<file path="src/rtl/mips_multicycle.sv">
// Multi-cycle MIPS-lite core: FETCH/DECODE/EXEC/MEM/WB control over one shared
// req/ready memory port, internal 32x32 register file, retire counter and halt flag.
module mips_multicycle #(
    parameter int          ADDR_W   = 12,
    parameter logic [31:0] RESET_PC = 32'h0000_3000,
    parameter int          CNT_W    = 32
) (
    input  logic              clk,
    input  logic              rst,
    output logic              mem_req,
    output logic              mem_we,
    output logic [ADDR_W-1:0] mem_addr,
    output logic [31:0]       mem_wdata,
    input  logic [31:0]       mem_rdata,
    input  logic              mem_ready,
    output logic [31:0]       pc_o,
    output logic [CNT_W-1:0]  instret,
    output logic              halted
);

    typedef enum logic [2:0] {S_FETCH, S_DECODE, S_EXEC, S_MEM, S_WB, S_HALT} state_t;

    localparam logic [5:0] OP_R = 6'h00, OP_J = 6'h02, OP_JAL = 6'h03, OP_BEQ = 6'h04;
    localparam logic [5:0] OP_ADDI = 6'h08, OP_ADDIU = 6'h09, OP_ORI = 6'h0d, OP_LUI = 6'h0f;
    localparam logic [5:0] OP_LW = 6'h23, OP_SW = 6'h2b;
    localparam logic [5:0] F_JR = 6'h08, F_ADDU = 6'h21, F_SUBU = 6'h23, F_SLT = 6'h2a;

    state_t             state_q, state_d;
    logic [31:0]        pc_q, pc_d, ir_q, ir_d, pcp4_q, pcp4_d;
    logic [31:0]        a_q, a_d, b_q, b_d, res_q, res_d;
    logic               ovf_q, ovf_d;
    logic [CNT_W-1:0]   instret_q;
    logic [31:0]        gpr_q [32];

    logic               retire, gpr_we, legal, alu_ovf;
    logic [4:0]         gpr_wa;
    logic [31:0]        gpr_wd, alu_res;

    logic [5:0]  op, funct;
    logic [4:0]  rs, rt, rd;
    logic [15:0] imm;
    logic [31:0] imm_sx, imm_zx;
    logic        unused_shamt;

    assign op           = ir_q[31:26];
    assign rs           = ir_q[25:21];
    assign rt           = ir_q[20:16];
    assign rd           = ir_q[15:11];
    assign funct        = ir_q[5:0];
    assign imm          = ir_q[15:0];
    assign imm_sx       = {{16{imm[15]}}, imm};
    assign imm_zx       = {16'h0000, imm};
    assign unused_shamt = ^ir_q[10:6];

    always_comb begin
        case (op)
            OP_R:    legal = (funct == F_ADDU) || (funct == F_SUBU) ||
                             (funct == F_SLT)  || (funct == F_JR);
            OP_J, OP_JAL, OP_BEQ, OP_ADDI, OP_ADDIU,
            OP_ORI, OP_LUI, OP_LW, OP_SW: legal = 1'b1;
            default: legal = 1'b0;
        endcase
    end

    always_comb begin
        alu_res = 32'h0;
        alu_ovf = 1'b0;
        case (op)
            OP_R: begin
                case (funct)
                    F_ADDU:  alu_res = a_q + b_q;
                    F_SUBU:  alu_res = a_q - b_q;
                    F_SLT:   alu_res = {31'h0, $signed(a_q) < $signed(b_q)};
                    default: alu_res = 32'h0;
                endcase
            end
            OP_ADDI: begin
                alu_res = a_q + imm_sx;
                alu_ovf = (a_q[31] == imm_sx[31]) && (alu_res[31] != a_q[31]);
            end
            OP_ADDIU, OP_LW, OP_SW: alu_res = a_q + imm_sx;
            OP_ORI:  alu_res = a_q | imm_zx;
            OP_LUI:  alu_res = {imm, 16'h0000};
            default: alu_res = 32'h0;
        endcase
    end

    always_comb begin
        state_d = state_q;
        pc_d    = pc_q;
        ir_d    = ir_q;
        pcp4_d  = pcp4_q;
        a_d     = a_q;
        b_d     = b_q;
        res_d   = res_q;
        ovf_d   = ovf_q;
        retire  = 1'b0;
        gpr_we  = 1'b0;
        gpr_wa  = 5'd0;
        gpr_wd  = 32'h0;
        case (state_q)
            S_FETCH: if (mem_ready) begin
                ir_d    = mem_rdata;
                pcp4_d  = pc_q + 32'd4;
                state_d = S_DECODE;
            end
            S_DECODE: begin
                a_d     = gpr_q[rs];
                b_d     = gpr_q[rt];
                state_d = legal ? S_EXEC : S_HALT;
            end
            S_EXEC: begin
                res_d   = alu_res;
                ovf_d   = alu_ovf;
                pc_d    = pcp4_q;
                retire  = 1'b1;
                state_d = S_FETCH;
                case (op)
                    OP_BEQ: if (a_q == b_q) pc_d = pcp4_q + {imm_sx[29:0], 2'b00};
                    OP_J:   pc_d = {pcp4_q[31:28], ir_q[25:0], 2'b00};
                    OP_JAL: begin
                        pc_d   = {pcp4_q[31:28], ir_q[25:0], 2'b00};
                        gpr_we = 1'b1;
                        gpr_wa = 5'd31;
                        gpr_wd = pcp4_q;
                    end
                    OP_LW, OP_SW: begin
                        retire  = 1'b0;
                        state_d = S_MEM;
                    end
                    default: if (!(op == OP_R && funct == F_JR)) begin
                        retire  = 1'b0;
                        state_d = S_WB;
                    end else begin
                        pc_d = a_q;
                    end
                endcase
            end
            S_MEM: if (mem_ready) begin
                if (op == OP_SW) begin
                    retire  = 1'b1;
                    state_d = S_FETCH;
                end else begin
                    res_d   = mem_rdata;
                    state_d = S_WB;
                end
            end
            S_WB: begin
                // addi overflow drops the write but still retires
                gpr_we  = !ovf_q;
                gpr_wa  = (op == OP_R) ? rd : rt;
                gpr_wd  = res_q;
                retire  = 1'b1;
                state_d = S_FETCH;
            end
            default: state_d = S_HALT;
        endcase
    end

    always_ff @(posedge clk) begin
        if (!rst) begin
            state_q   <= S_FETCH;
            pc_q      <= RESET_PC;
            ir_q      <= 32'h0;
            pcp4_q    <= 32'h0;
            a_q       <= 32'h0;
            b_q       <= 32'h0;
            res_q     <= 32'h0;
            ovf_q     <= 1'b0;
            instret_q <= '0;
            for (int i = 0; i < 32; i++) gpr_q[i] <= 32'h0;
        end else begin
            state_q <= state_d;
            pc_q    <= pc_d;
            ir_q    <= ir_d;
            pcp4_q  <= pcp4_d;
            a_q     <= a_d;
            b_q     <= b_d;
            res_q   <= res_d;
            ovf_q   <= ovf_d;
            if (retire) instret_q <= instret_q + {{(CNT_W-1){1'b0}}, 1'b1};
            if (gpr_we && gpr_wa != 5'd0) gpr_q[gpr_wa] <= gpr_wd;
        end
    end

    // Request is gated by reset so an in-flight access is abandoned immediately.
    assign mem_req   = rst && (state_q == S_FETCH || state_q == S_MEM);
    assign mem_we    = rst && (state_q == S_MEM) && (op == OP_SW);
    assign mem_addr  = (state_q == S_MEM) ? {res_q[ADDR_W-1:2], 2'b00}
                                          : {pc_q[ADDR_W-1:2], 2'b00};
    assign mem_wdata = b_q;
    assign pc_o      = pc_q;
    assign instret   = instret_q;
    assign halted    = (state_q == S_HALT);

endmodule
</file>
<file path="config.mk">
export PLATFORM = sky130hd
export DESIGN_NAME = mips_multicycle
export DESIGN_NICKNAME = d
export VERILOG_FILES = /design/src/rtl/mips_multicycle.sv
export SDC_FILE = /design/constraint.sdc
export NUM_CORES = 2
export LEC_CHECK = 0
export CAP_MARGIN = 20
export CORE_MARGIN = 2
export CORE_UTILIZATION = 40
export CTS_BUF_LIST = sky130_fd_sc_hd__clkbuf_2 sky130_fd_sc_hd__clkbuf_4 sky130_fd_sc_hd__clkbuf_8
export DETAILED_ROUTE_END_ITERATION = 10
export PLACE_DENSITY = 0.58
export SLEW_MARGIN = 10
export SYNTH_ARGS = -nofsm -noshare
export SYNTH_HDL_FRONTEND = slang
export SYNTH_SLANG_ARGS = --single-unit
</file>
<file path="constraint.sdc">
create_clock -name clk -period 4.7 [get_ports clk]
set_input_delay 0.705 -clock clk [delete_from_list [all_inputs] [get_ports clk]]
set_output_delay 0.705 -clock clk [all_outputs]
set_load 0.01 [all_outputs]
</file>
## Word level (Yosys, flattened, before mapping)

Memories as Yosys holds them, arrays and structs flattened. A register that Yosys moved wholly into a read port is not among the register bits.
Cells that the tools add are included.

- Add/sub/neg operators: 6
- Multipliers: 0
- Divide/modulo/power cells: 0
- Magnitude comparators: 1
- Equal/unequal tests: 24
- Shift operators: 0
- Multiplexer cells: 37
- Bitwise gates (word level): 1
- Reductions and logical operators: 26

Operators by type and width:

| operator | number |
|---|---|
| two-way mux 32 bit | 6 |
| one-hot mux 32 bit (3 select lines) | 2 |
| one-hot mux 32 bit (2 select lines) | 2 |
| one-hot mux 32 bit (4 select lines) | 1 |
| adder 32 bit | 3 |
| adder 32 x 1 -> 32 bit (second input constant) | 1 |
| adder 32 x 3 -> 32 bit (second input constant) | 1 |
| equality test 32 bit | 1 |
| less-than comparator 32 bit | 1 |
| OR 32 x 16 -> 32 bit | 1 |
| OR reduction 32 bit | 1 |
| subtractor 32 bit | 1 |
| equality test 6 x 4 -> 1 bit (second input constant) | 5 |
| equality test 6 bit (second input constant) | 5 |
| two-way mux 3 bit | 5 |
| two-way mux 5 bit | 3 |
| one-hot mux 3 bit (5 select lines) | 1 |
| equality test 6 x 2 -> 1 bit (second input constant) | 2 |
| two-way mux 12 bit | 1 |
| two-way mux 1 bit | 10 |
| one-hot mux 5 bit (2 select lines) | 1 |
| OR reduction 9 bit | 1 |
| equality test 3 x 2 -> 1 bit (second input constant) | 2 |
| equality test 3 bit (second input constant) | 2 |
| 20 further kinds | 36 |

- Register bits: 164
- Bits in latches: 0
- RAM bits: 1024
- Bits in read-only memories: 0
- Bits of input ports: 35
- Output and inout bits: 111
- Word-level logic and storage cells: 103
- Memories kept: 1

Memories:

| name | words | bits a word | read ports | clocked after memory_dff | write ports | line | text |
|---|---|---|---|---|---|---|---|
| gpr_q | 32 | 32 | 2 | 2 | 32 | 33 | `logic [31:0] gpr_q [32];` |

## Longest topological paths before layout

- Depth after elaboration: 10
- Mapped depth: 16
- Depth with buffers taken out: 15

## Worst setup path after synthesis

Ideal clock, no wire load.

- Path type: reg2reg
- Start: register ir_q[15]
- End: memory gpr_q[24][0] (enable)
- Library setup time: 0.389 ns
- Arrival time: 3.275 ns
- Data required time: 4.311 ns
- Slack: 1.035 ns
- Stages on the path, launching flop included: 10
- Buffers on the path: 2
- Clock period less this slack: 3.665 ns
- Cells stage by stage: dfxtp_1 clkbuf_1 inv_1 o21ai_0 nand2_1 and3_1 nor4_2 nand2_1 clkbuf_1 nand2_1

RTL lines:

| item | line | text |
|---|---|---|
| from (decl) | 29 | `logic [31:0] pc_q, pc_d, ir_q, ir_d, pcp4_q, pcp4_d;` |
| from (signal assigned) | 175 | `ir_q <= ir_d;` |
| to (decl) | 33 |  |

## Final worst setup path

- Start: register b_q[1], in the netlist mem_wdata[1] (read register of gpr_q)
- End: register res_q[29]

- Longest elaborated chain between the ends: 4
- Elaborated cells between the ends (all ways): 5
- Those cells by class: add/sub (2); mux (3)

RTL lines:

| item | line | text |
|---|---|---|
| from (decl) | 30 | `logic [31:0] a_q, a_d, b_q, b_d, res_q, res_d;` |
| subtractor 32 bit or adder 32 bit (tied branches) | 72, 71 |  |
| one-hot mux 32 bit (3 select lines) (*) | 70 | `case (funct)` |
| one-hot mux 32 bit (4 select lines) (*) | 68 | `case (op)` |
| one-hot mux 32 bit (2 select lines) (*) | 101 | `case (state_q)` |
| to (signal assigned) | 179 | `res_q <= res_d;` |
| to (decl) | 30 |  |

Mark *: on every way between the ends. The rest lies on a longest branch, timed or not.
A chain may end at the register's enable or synchronous reset.

==> impl_metrics.env <==
export IMPL_status="completed"
export IMPL_ys_seq_elements=1252
export IMPL_fp_row_count=151
export IMPL_synth_enable_flop_cells=1024
export IMPL_cts_made_buffers=206
export IMPL_grt_start_max_net_pins=146
export IMPL_finalSetupTns_ns=0
export IMPL_skew_ns=0.0580
export IMPL_max_freq_mhz=252
export IMPL_crit_family="compound AO/OA/AOI/OAI gates"
export IMPL_yosysSeqAreaShare_pct=51.7
export IMPL_final_max_slew_viol_count=0
export IMPL_die_area_sq_mm=0.174
export IMPL_clkLatencyLatePin_ns=0.97
export IMPL_cts_root_buf="clkbuf_8"
export IMPL_crit_path_start_kind="register"
export IMPL_rsz0062_at_grt="no"
export IMPL_finalWorstSetupSlack_ns=0.724
export IMPL_avgSynthCellArea_sq_um=12.6
export IMPL_yosys_cell_types_count=84
export IMPL_clk_pin_slew_ns=0.06
export IMPL_cp_slowest_cell="dfxtp_1"
export IMPL_cts_tree="done"
export IMPL_grt_pass1_wl_microns=369000
export IMPL_required_ns=5.53
export IMPL_crit_fanout=6
export IMPL_postCtsSetupBuffers=0
export IMPL_cp_cell_sequence="inv_1 > ha_1 > nor2b_1 > o311a_1 > a2111oi_2 > o41ai_2 > o41ai_2 > a31o_2 > o21ai_2 > a311oi_1 > o21bai_1 > xnor2_1 > a211oi_1 > a211oi_1"
export IMPL_multi_input_area_sq_mm=0.0311
export IMPL_cpPeakStageDelay_ns=0.49
export IMPL_max_clock_path_buffers=3
export IMPL_die_w_microns=417
export IMPL_io_pins=146
export IMPL_layout_drive_gt1_share_pct=23.5
export IMPL_worstMarginPinSlew_ns=1.24
export IMPL_crit_type="reg -> reg"
export IMPL_drt_pass1_iterations=6
export IMPL_routed_wl_microns=263000
export IMPL_dp_slack_ns=0.767
export IMPL_synth_cell_area_sq_mm=0.0683
export IMPL_ir_drop_mv=0.303
export IMPL_hold_class="in -> reg"
export IMPL_areaGrowthSynthToFinish_pct=13.4
export IMPL_finalCritPeriodShare_pct=84.6
export IMPL_p_total_uw=29500
export IMPL_start_util_pct=40.3
export IMPL_synth_ff_type="edfxtp_1"
export IMPL_dpl_cell_count=7552
export IMPL_cts_hold_buf=0
export IMPL_finalHoldViolCount=0
export IMPL_crit_arrival_ns=4.81
export IMPL_ys_warn_count=0
export IMPL_dp_hpwl_microns=170000
export IMPL_p_per_area_mw_per_mm2=381
export IMPL_wl_per_cell_microns=33.2
export IMPL_post_route_util_pct=45.7
export IMPL_fin_nets=5722
export IMPL_drv_cap=0
export IMPL_relSlewSlack_pct=17.2
export IMPL_ant_nets=0
export IMPL_grt_ovfl_total=0
export IMPL_htreeDepth=4
export IMPL_async_flop_share_pct=0
export IMPL_period_minus_slack_ns=3.98
export IMPL_vias=50400
export IMPL_drt_iter0_drc=7498
export IMPL_antenna_found_initial=7
export IMPL_place_congestion=0.987
export IMPL_numClockSinks=1252
export IMPL_syn_inst=5419
export IMPL_nFillCells=15200
export IMPL_leakagePower_uw=0.0254
export IMPL_grt_pass1_vias=48900
export IMPL_setup_violations=0
export IMPL_vias_per_cell=6.36
export IMPL_end_kind="register"
export IMPL_critPathBufInv=1
export IMPL_final_cells=7925
export IMPL_dieHeight_microns=417
export IMPL_cts_resized=0
export IMPL_port_buffers=143
export IMPL_grtUsageTotal_pct=30.0
export IMPL_seq_area_sq_mm=0.0353
export IMPL_core_area_sq_mm=0.169
export IMPL_route_detailed_drc=0
cell usage in the layout (no fill, tap or decap), types with 15 or more instances in the layout:
cell	n
clkinv_2	18
o21a_1	16
mux4_2	640
a221oi_1	44
inv_1	103
o21bai_1	18
nor3_1	37
nand3_1	57
xor2_1	65
conb_1	34
nor2_1	1253
a21oi_1	196
xnor2_1	67
clkinv_1	46
nand4_1	26
clkbuf_4	69
or3_1	15
a31oi_1	32
ha_1	141
a211oi_1	102
nand2_2	62
nor2b_1	17
a21o_1	52
dfxtp_1	218
edfxtp_1	1024
mux2i_1	85
and3_1	24
buf_12	38
buf_4	191
clkbuf_8	214
a22oi_2	32
nand2_1	253
clkdlybuf4s50_1	142
o21ai_0	132
flip-flops by register name, summed over array words and instances (netlist names):
register and count:
instret 32, mem_wdata 32, pcp4_q 32, pc_o 32
state_q 3, ir_q 32, res_q 32, a_q 32
ovf_q 1, gpr_q 1024
final cells by class:
type | instances | share of cell area (%)
clock buffer | 283 | 4.47
tap | 2218 | 3.58
timing repair buffer | 371 | 4.67
sequential | 1252 | 45.7
clock inverter | 87 | 0.849
antenna | 3 | 0.00970
multi-input combinational | 3606 | 40.2
inverter | 105 | 0.519
synthesized netlist by cell type, types with 13 or more instances:
cell | n | area (sq um)
o21bai_1 | 18 | 135
clkbuf_1 | 403 | 1510
xnor2_1 | 67 | 587
a21o_1 | 52 | 390
buf_2 | 17 | 85.1
nand3_1 | 57 | 285
a221oi_1 | 44 | 385
mux2i_1 | 85 | 851
dfxtp_1 | 228 | 4560
nor3_1 | 37 | 185
o21ai_0 | 132 | 661
a22oi_1 | 40 | 300
o211ai_1 | 14 | 105
nand2b_1 | 14 | 87.6
xor2_1 | 65 | 569
a211oi_1 | 102 | 766
buf_1 | 62 | 233
inv_1 | 103 | 387
nor2_1 | 1254 | 4710
a31oi_1 | 32 | 200
nand2_1 | 315 | 1180
o22ai_1 | 13 | 81.3
mux4_2 | 640 | 14400
nor2b_1 | 18 | 113
nand4_1 | 26 | 163
and3_1 | 25 | 156
ha_1 | 141 | 1760
a21oi_1 | 197 | 986
o21a_1 | 16 | 120
edfxtp_1 | 1024 | 30700
or3_1 | 15 | 93.8
report_power, final:
part	total, uW	switching [uW]	internal [uW]	leakage, uW
registers	13100	642	12500	0.0124
clock network	9880	4750	5120	0.00217
logic	6510	3910	2600	0.0108
total	29500	9310	20200	0.0254
layer usage:
| layer | vias to the layer above | routed length (microns) | GRT usage, % | share of wire, % |
|---|---|---|---|---|
| li1 | 20700 | - | - | - |
| met1 | 25900 | 103000 | 40.9 | 39 |
| met2 | 3191 | 118000 | 45.5 | 45 |
| met3 | 593 | 29400 | 7.14 | 11 |
| met4 | 10 | 12700 | 13.4 | 4.8 |
| met5 | - | 57 | 0 | 0.022 |
logic make-up (layout without fill, tap and decap cells):
group / Yosys count / in the layout / share of synthesized area (%)
adders and majority gates: 145 / 145 / 2.70
and+or+nand+nor: 1819 / 1819 / 10.8
AOI/OAI and AO/OA: 750 / 750 / 7.29
other: 1 / 37 / 0.00549
DFF: 1252 / 1252 / 51.7
buffers and inverters: 594 / 846 / 3.34
xor gates and xnor gates: 132 / 132 / 1.69
muxes: 726 / 726 / 22.4
worst register-to-register path, stage by stage, from the launching register on:
cell	delay, ns
dfxtp_1	0.49
inv_1	0.08
ha_1	0.35
nor2b_1	0.08
o311a_1	0.35
a2111oi_2	0.40
o41ai_2	0.17
o41ai_2	0.40
a31o_2	0.28
o21ai_2	0.12
a311oi_1	0.43
o21bai_1	0.14
xnor2_1	0.27
a211oi_1	0.13
a211oi_1	0.21
through the flow:
step	hold slack (ns)	cell area (sq um)
floorplan	0.444	68400
global placement	0.475	73300
detailed placement	0.481	73300
CTS	0.284	77400
global route	0.347	77400
finish	0.371	77400
path summary, 6_finish.rpt:
path / start / endpoint / slack (ns) / depth (start not counted)
max reg2reg: mem_wdata[1] / res_q[29] / 0.72 / 14
min reg2reg: pc_o[0] / pcp4_q[0] / 0.48 / 2
max: mem_wdata[1] / res_q[29] / 0.72 / 14
min: mem_rdata[10] / ir_q[10] / 0.37 / 3
Note: power is estimated with default switching activity, not from simulation.
